**config.mk**
```make
export PLATFORM = sky130hd
export DESIGN_NAME = gmii_rx_sfd_framer_flat
export DESIGN_NICKNAME = d
export VERILOG_FILES = /design/src/rtl/gmii_rx_sfd_framer_if.sv /design/src/rtl/gmii_rx_sfd_framer.sv /design/src/flat_wrapper.sv
export SDC_FILE = /design/constraint.sdc
export NUM_CORES = 1
export LEC_CHECK = 0
export CORE_MARGIN = 2
export CORE_UTILIZATION = 43
export CTS_BUF_LIST = sky130_fd_sc_hd__clkbuf_2
export CTS_CLUSTER_DIAMETER = 30
export DETAILED_ROUTE_END_ITERATION = 10
export PLACE_DENSITY = 0.85
export SLEW_MARGIN = 20
export SYNTH_ARGS = -nofsm -noshare
export SYNTH_HDL_FRONTEND = slang
export SYNTH_SLANG_ARGS = --single-unit
```
**constraint.sdc**
```tcl
create_clock -name clk -period 2.6 [get_ports clk]
set_input_delay 0.65 -clock clk [delete_from_list [all_inputs] [get_ports clk]]
set_output_delay 0.65 -clock clk [all_outputs]
set_load 0.1 [all_outputs]
```
**src/rtl/gmii_rx_sfd_framer_if.sv**
```systemverilog
// Byte-stream bus between the GMII RX framer and the RX MAC/CRC stage.
// Handshake: a beat transfers on every clock edge where tvalid=1. There is
// no tready; the stream runs at line rate and the sink must always accept.
// tlast marks the final byte of a frame, and tuser (meaningful only with
// tlast) flags the frame as bad. tdata holds its last value while tvalid=0.
interface gmii_rx_sfd_framer_if;
  logic [7:0] tdata;
  logic       tvalid;
  logic       tlast;
  logic       tuser;

  modport master (output tdata, output tvalid, output tlast, output tuser);
  modport slave  (input  tdata, input  tvalid, input  tlast, input  tuser);
endinterface

```
**src/rtl/gmii_rx_sfd_framer.sv**
```systemverilog
// GMII RX preamble/SFD stripper. It converts registered rx_dv/rx_er framing
// into a byte stream with tlast/tuser. A one-byte hold register delays the
// payload by one beat, so the final byte can be tagged with tlast when
// rx_dv falls.
// Optional statistics counters: define GMII_RX_FRAMER_STATS_EN.
module gmii_rx_sfd_framer #(
  parameter int MIN_PREAMBLE = 1,
  parameter int MAX_PREAMBLE = 15,
  parameter int CNT_WIDTH    = 32
) (
  input  logic                  clk,
  input  logic                  rst,
  input  logic [7:0]            gmii_rxd,
  input  logic                  gmii_rx_dv,
  input  logic                  gmii_rx_er,
  gmii_rx_sfd_framer_if.master  m_axis,
  output logic                  status_preamble_err,
  output logic                  status_frame_done,
  output logic [CNT_WIDTH-1:0]  stat_frames_good,
  output logic [CNT_WIDTH-1:0]  stat_frames_bad,
  output logic [CNT_WIDTH-1:0]  stat_preamble_err,
  output logic [1:0]            dbg_state
);

  localparam int PW = $clog2(MAX_PREAMBLE + 2);

  typedef enum logic [1:0] {
    S_IDLE     = 2'd0,
    S_PREAMBLE = 2'd1,
    S_PAYLOAD  = 2'd2,
    S_DROP     = 2'd3
  } state_t;

  state_t        state;
  logic [PW-1:0] pre_cnt;
  logic [7:0]    hold;
  logic          hold_valid;
  logic          err_flag;
  logic          dv_prev;

  assign dbg_state = state;

  // Framing FSM with registered stream and status outputs.
  always_ff @(posedge clk) begin
    if (rst) begin
      state               <= S_IDLE;
      pre_cnt             <= '0;
      hold                <= 8'h00;
      hold_valid          <= 1'b0;
      err_flag            <= 1'b0;
      dv_prev             <= 1'b1;  // ignore a frame already in flight
      m_axis.tdata        <= 8'h00;
      m_axis.tvalid       <= 1'b0;
      m_axis.tlast        <= 1'b0;
      m_axis.tuser        <= 1'b0;
      status_preamble_err <= 1'b0;
      status_frame_done   <= 1'b0;
    end else begin
      dv_prev             <= gmii_rx_dv;
      m_axis.tvalid       <= 1'b0;
      m_axis.tlast        <= 1'b0;
      m_axis.tuser        <= 1'b0;
      status_preamble_err <= 1'b0;
      status_frame_done   <= 1'b0;
      case (state)
        S_IDLE: begin
          // Only a rising rx_dv may open a frame; rx_er alone is ignored.
          if (gmii_rx_dv && !dv_prev) begin
            if (gmii_rxd == 8'h55) begin
              state   <= S_PREAMBLE;
              pre_cnt <= PW'(1);
            end else if (gmii_rxd == 8'hD5 && MIN_PREAMBLE == 0) begin
              state      <= S_PAYLOAD;
              err_flag   <= 1'b0;
              hold_valid <= 1'b0;
            end else begin
              state               <= S_DROP;
              status_preamble_err <= 1'b1;
            end
          end
        end
        S_PREAMBLE: begin
          if (!gmii_rx_dv) begin
            state               <= S_IDLE;
            status_preamble_err <= 1'b1;
          end else if (gmii_rx_er) begin
            state               <= S_DROP;
            status_preamble_err <= 1'b1;
          end else if (gmii_rxd == 8'h55) begin
            // Saturate one past the limit so an over-long preamble is caught at SFD.
            if (int'(pre_cnt) <= MAX_PREAMBLE) pre_cnt <= pre_cnt + 1'b1;
          end else if (gmii_rxd == 8'hD5 && int'(pre_cnt) >= MIN_PREAMBLE &&
                       int'(pre_cnt) <= MAX_PREAMBLE) begin
            state      <= S_PAYLOAD;
            err_flag   <= 1'b0;
            hold_valid <= 1'b0;
          end else begin
            state               <= S_DROP;
            status_preamble_err <= 1'b1;
          end
        end
        S_PAYLOAD: begin
          if (gmii_rx_dv) begin
            hold       <= gmii_rxd;
            hold_valid <= 1'b1;
            if (gmii_rx_er) err_flag <= 1'b1;
            if (hold_valid) begin
              m_axis.tdata  <= hold;
              m_axis.tvalid <= 1'b1;
            end
          end else begin
            state      <= S_IDLE;
            hold_valid <= 1'b0;
            if (hold_valid) begin
              m_axis.tdata      <= hold;
              m_axis.tvalid     <= 1'b1;
              m_axis.tlast      <= 1'b1;
              m_axis.tuser      <= err_flag;
              status_frame_done <= 1'b1;
            end else begin
              // SFD followed directly by dv low: nothing to deliver.
              status_preamble_err <= 1'b1;
            end
          end
        end
        S_DROP: begin
          if (!gmii_rx_dv) state <= S_IDLE;
        end
        default: state <= S_IDLE;
      endcase
    end
  end

`ifdef GMII_RX_FRAMER_STATS_EN
  // Saturating frame/error counters driven from the registered outputs.
  always_ff @(posedge clk) begin
    if (rst) begin
      stat_frames_good  <= '0;
      stat_frames_bad   <= '0;
      stat_preamble_err <= '0;
    end else begin
      if (m_axis.tvalid && m_axis.tlast && !m_axis.tuser && stat_frames_good != '1)
        stat_frames_good <= stat_frames_good + 1'b1;
      if (m_axis.tvalid && m_axis.tlast && m_axis.tuser && stat_frames_bad != '1)
        stat_frames_bad <= stat_frames_bad + 1'b1;
      if (status_preamble_err && stat_preamble_err != '1)
        stat_preamble_err <= stat_preamble_err + 1'b1;
    end
  end
`else
  assign stat_frames_good  = '0;
  assign stat_frames_bad   = '0;
  assign stat_preamble_err = '0;
`endif

endmodule

```
**src/flat_wrapper.sv**
```systemverilog
// flat-port wrapper written by rule: the top's interface ports become plain ports
module gmii_rx_sfd_framer_flat 
#(
  parameter int MIN_PREAMBLE = 1,
  parameter int MAX_PREAMBLE = 15,
  parameter int CNT_WIDTH    = 32
)
  (clk, rst, gmii_rxd, gmii_rx_dv, gmii_rx_er, status_preamble_err, status_frame_done, stat_frames_good, stat_frames_bad, stat_preamble_err, dbg_state, m_axis_tdata, m_axis_tvalid, m_axis_tlast, m_axis_tuser);
  gmii_rx_sfd_framer_if m_axis_i ();
  input  logic clk;
  input  logic rst;
  input  logic [7:0] gmii_rxd;
  input  logic gmii_rx_dv;
  input  logic gmii_rx_er;
  output logic status_preamble_err;
  output logic status_frame_done;
  output logic [CNT_WIDTH-1:0] stat_frames_good;
  output logic [CNT_WIDTH-1:0] stat_frames_bad;
  output logic [CNT_WIDTH-1:0] stat_preamble_err;
  output logic [1:0] dbg_state;
  output wire logic [$bits(m_axis_i.tdata)-1:0] m_axis_tdata;
  output wire logic [$bits(m_axis_i.tvalid)-1:0] m_axis_tvalid;
  output wire logic [$bits(m_axis_i.tlast)-1:0] m_axis_tlast;
  output wire logic [$bits(m_axis_i.tuser)-1:0] m_axis_tuser;
  assign m_axis_tdata = m_axis_i.tdata;
  assign m_axis_tvalid = m_axis_i.tvalid;
  assign m_axis_tlast = m_axis_i.tlast;
  assign m_axis_tuser = m_axis_i.tuser;
  gmii_rx_sfd_framer #(.MIN_PREAMBLE(MIN_PREAMBLE), .MAX_PREAMBLE(MAX_PREAMBLE), .CNT_WIDTH(CNT_WIDTH)) u_core (.clk(clk), .rst(rst), .gmii_rxd(gmii_rxd), .gmii_rx_dv(gmii_rx_dv), .gmii_rx_er(gmii_rx_er), .m_axis(m_axis_i), .status_preamble_err(status_preamble_err), .status_frame_done(status_frame_done), .stat_frames_good(stat_frames_good), .stat_frames_bad(stat_frames_bad), .stat_preamble_err(stat_preamble_err), .dbg_state(dbg_state));
endmodule
```
# Yosys cells after proc, flatten, opt, wreduce, memory -nomap -nowiden
# Cells that the tools add are included.
[word_totals]
ff_bits = 30
input_bits = 12
[classes]
add_sub_neg = 1
n_lt_le_gt_ge = 2
eq_ne = 17
mux = 34
n_bitwise = 2
n_reduce_logical = 17
[ops]
columns = ["op", "n"]
rows = [
  ["$mux W5", 6],
  ["$mux W1", 17],
  ["$reduce_and A7 Y1", 2],
  ["$mux W2", 6],
  ["$ne A2 B2 Y1 const B", 6],
  ["$ne A2 B1 Y1 const B", 5],
  ["$pmux W5 S2", 1],
  ["$eq A8 B7 Y1 const B", 1],
  ["$eq A8 B8 Y1 const B", 1],
  ["$pmux W2 S3", 1],
  ["$add A5 B1 Y5 const B", 1],
  ["$ge A5 B1 Y1 const B", 1],
  ["$le A5 B4 Y1 const B", 1],
  ["$reduce_and A5 Y1", 1],
  ["$eq A2 B2 Y1 const B", 2],
  ["$ne A4 B4 Y1 const B", 1],
  ["$pmux W1 S2", 2],
  ["$reduce_and A2 Y1", 2],
  ["$reduce_bool A2 Y1", 2],
  ["$reduce_or A2 Y1", 2],
  ["$reduce_or A4 Y1", 1],
  ["$logic_and A1 B1 Y1", 3],
  ["$pmux W1 S3", 1],
  ["$reduce_and A3 Y1", 1],
  ["other kinds (5)", 6],
]

# Logic depth before layout (Yosys ltp)
[depth]
word_depth = 8
mapped_depth = 7
ltp_nobuf = 7

# Worst setup path after synthesis
# No wires, ideal clock.
[synth_path]
kind = "reg-to-reg"
from = "register u_core.state[0], in the netlist u_core.dbg_state[0]"
to = "register u_core.pre_cnt[2]"
t_arrival_ns = 1.945
required_ns = 2.483
setup_slack_ns = 0.538
path_stages_with_launch = 6
cell_sequence = "dfxtp_1 buf_4 nand2b_1 and4_4 o2111ai_1 a32o_1"
[synth_between]
elab_chain_cells = 3
word_cells_on_any_way = 11
[synth_lines]
columns = ["element", "line", "source"]
rows = [
  ["start, declared", "gmii_rx_sfd_framer.sv:34", "state_t state;"],
  ["start signal, assigned", "gmii_rx_sfd_framer.sv:46", "state <= S_IDLE;"],
  ["start signal, assigned", "gmii_rx_sfd_framer.sv:70", "state <= S_PREAMBLE;"],
  ["start signal, assigned", "gmii_rx_sfd_framer.sv:73", "state <= S_PAYLOAD;"],
  ["$eq A2 B1 Y1 / $logic_not A2 Y1 (equally long branches)", "gmii_rx_sfd_framer.sv:65", "case (state)"],
  ["$ne A2 B1 Y1 (no line) (tied with other cells)", "-", ""],
  ["$reduce_and A7 Y1 (no line)", "-", ""],
  ["end, declared", "gmii_rx_sfd_framer.sv:35", "logic [PW-1:0] pre_cnt;"],
]
# Parallel ways exist; a longest one is shown, timed or not.
# A chain may end at the register's enable or synchronous reset.

# Final worst setup path
[layout_path]
from = "register u_core.state[0], in the netlist u_core.dbg_state[0]"
to = "output port dbg_state[0]"
[layout_lines]
columns = ["element", "line", "source"]
rows = [
  ["end, declared", "flat_wrapper.sv:20", "output logic [1:0] dbg_state;"],
]
# No word-level cell between the ends.

==> reports/metrics.yaml <==
status: "completed"
path_delay_family: "flip-flops"
layout-drive-gt1-share_pct: 12.6
hp-class: "flop to flop"
synth_enable_flop_cells: 0
seqCellArea_um2: 601
powerDensity_nw_per_um2: 665
start_util_pct: 44.9
post_cts_buffers: 0
cts_tree: "yes"
maxSlewHeadroom_pct: 66.3
synthArstFlopShare_pct: 0
cts.clk_slew.worst_paths_ns: 0.16
critPathMaxStageDelay_ns: 0.67
grtUsageTotal_pct: 12.9
crit_required_ns: 1.95
die_area_um2: 5550
final_cells: 345
worst_skew_pair.late_latency_ns: 0.34
ant_nets: 0
ios: 123
hold_slack_ns: 0.469
firstDrtPassIters: 4
fillers: 481
grt_pass1_wl_mm: 5.64
path_cells: "buf_4"
ctsHoldBuffers: 0
max_cap_violations: 0
layout_common_cells: "96 x conb_1, 30 x dfxtp_1, 19 x nor2_1, 17 x buf_4, 14 x a21oi_1"
syn_to_final_growth_pct: -2.75
rows: 25
synthCells: 253
gr-total-overflow: 0
endpoint: "dbg_state[0]"
reg2reg_depth: 7
htree_levels: 2
startpoint: "u_core.dbg_state[0]"
clock_skew_ns: 0.00900
hpwl_mm: 2.84
critPathArrivalTime_ns: 1.40
final_core_util_pct: 43.7
yosysWarnings: 0
cts_resized: 0
hold_viol_final: 0
cp_num_buf_inv: 1
final_common_cell: "conb_1"
reg2reg_to: "u_core.pre_cnt[2]"
clock_sinks: 30
syn_area_um2: 2140
fin_nets: 293
io_buffers: 26
ys_ff_latch: 30
cts_made_buffers: 5
syn_area_per_cell_um2: 8.44
core-area_um2: 4750
worst_setup_path_end_kind: "output pin"
path_depth: 1
grt_pass1_vias: 1256
antenna_found_initial: 0
setup_viol_count_final: 0
drtIter0Drc: 63
finalCritPeriodShare_pct: 78.9
wirelength_mm: 3.62
finalSetupTns_ns: 0
fp.dieW_um: 74.5
start_kind: "flop"
gp_congestion: 0.883
via_count: 1485
worstMarginPinSlew_ns: 0.505
rsz0062_at_grt: "false"
wl_per_cell_um: 10.5
critPathKind: "flop to output pin"
dp_cells: 338
cp_slowest_cell: "dfxtp_1"
fin_crit_ns: 2.05
max_freq_ghz: 0.487
critical_path.max_fanout: 12
yosysSeqAreaShare_pct: 28.1
grt_max_degree: 16
ff2ff_setup_slack_ns: 0.70
timing.final.max_slew_violations: 0
die_h_um: 74.5
ys_types: 42
clockRootBuffer: "clkbuf_2"
peakVddDrop_mv: 0.317
synth_ff_type: "dfxtp_1"
multiInputGateArea_um2: 1100
routed_via_density: 4.30
antenna_cells: 0
p_total_mw: 1.38
rr_startpoint: "u_core.pre_cnt[0]"
drc: 0
leakage_nw: 0.986
cts_buffer_depth: 2
sequential cells by signal, indices dropped and copies added, names as in the netlist:
name,count
u_core.pre_cnt,5
u_core.err_flag,1
u_core.dv_prev,1
u_core.status_preamble_err,1
u_core.m_axis.tvalid,1
u_core.status_frame_done,1
u_core.m_axis.tdata,8
u_core.m_axis.tuser,1
u_core.hold_valid,1
u_core.dbg_state,2
u_core.hold,8
per-layer routing:
metal	wire, um	vias to the layer above	global-route usage [%]
met5	0	-	0
met1	1460	675	16.0
met3	323	6	3.79
met4	38	0	5.16
li1	-	719	-
met2	1800	85	21.2
layout make-up:
class / count / area share (%)
multi-input combinational: 209 / 53.2
tap: 67 / 4.04
clock buffer: 5 / 1.20
sequential: 30 / 28.9
inverter: 4 / 0.723
timing repair buffer: 28 / 11.4
clock inverter: 2 / 0.482
worst min-delay path by stage:
stage,slack [ns],endpoint,cells after the start,start
2_1_floorplan,0.43,u_core.m_axis.tuser,1,u_core.err_flag
3_3_place_gp,0.45,u_core.m_axis.tdata[7],2,u_core.m_axis.tdata[7]
3_5_place_dp,0.45,u_core.m_axis.tuser,1,u_core.err_flag
4_1_cts,0.47,u_core.m_axis.tdata[3],2,u_core.m_axis.tdata[3]
5_1_grt,0.50,u_core.m_axis.tdata[3],2,u_core.m_axis.tdata[3]
6_report,0.47,u_core.m_axis.tdata[7],2,u_core.m_axis.tdata[7]
cells in the mapped netlist (2+ instances only):
cell type	count	area, um2
buf_4	100	751
dfxtp_1	30	601
nor2_1	19	71.3
a21oi_1	14	70.1
nand2_1	11	41.3
mux2i_1	9	90.1
nand3_1	9	45.0
inv_1	4	15.0
nand4_1	4	25.0
clkbuf_1	3	11.3
ha_1	3	37.5
nor2b_1	3	18.8
nor3b_1	3	22.5
nor4_1	3	18.8
a311oi_1	2	17.5
a31oi_1	2	12.5
a32o_1	2	20.0
and3_1	2	12.5
and4_4	2	22.5
and4bb_2	2	25.0
buf_2	2	10.0
nand2b_1	2	12.5
o2bb2ai_1	2	17.5
o31ai_1	2	15.0
through the flow:
stage	worst slack, ns	area, um2
floorplan	0.538	2490
global placement	0.374	2040
detailed placement	0.318	2040
CTS	0.548	2080
global route	0.486	2080
finish	0.547	2080
cell families after synthesis:
group | Yosys count | share of synthesized area (%)
buf+inv | 109 | 36.8
simple gates | 69 | 18.9
compound gates | 32 | 10.0
flops | 30 | 28.1
mux | 9 | 4.22
fa+ha+maj | 3 | 1.76
other cells | 1 | 0.176
report_power, final:
part	total [mW]	switching (mW)	internal, mW
clock network	0.217	0.158	0.0584
registers	0.475	0.00797	0.467
logic	0.689	0.654	0.0351
total	1.38	0.820	0.560
Power figures use the tool's default switching activity.
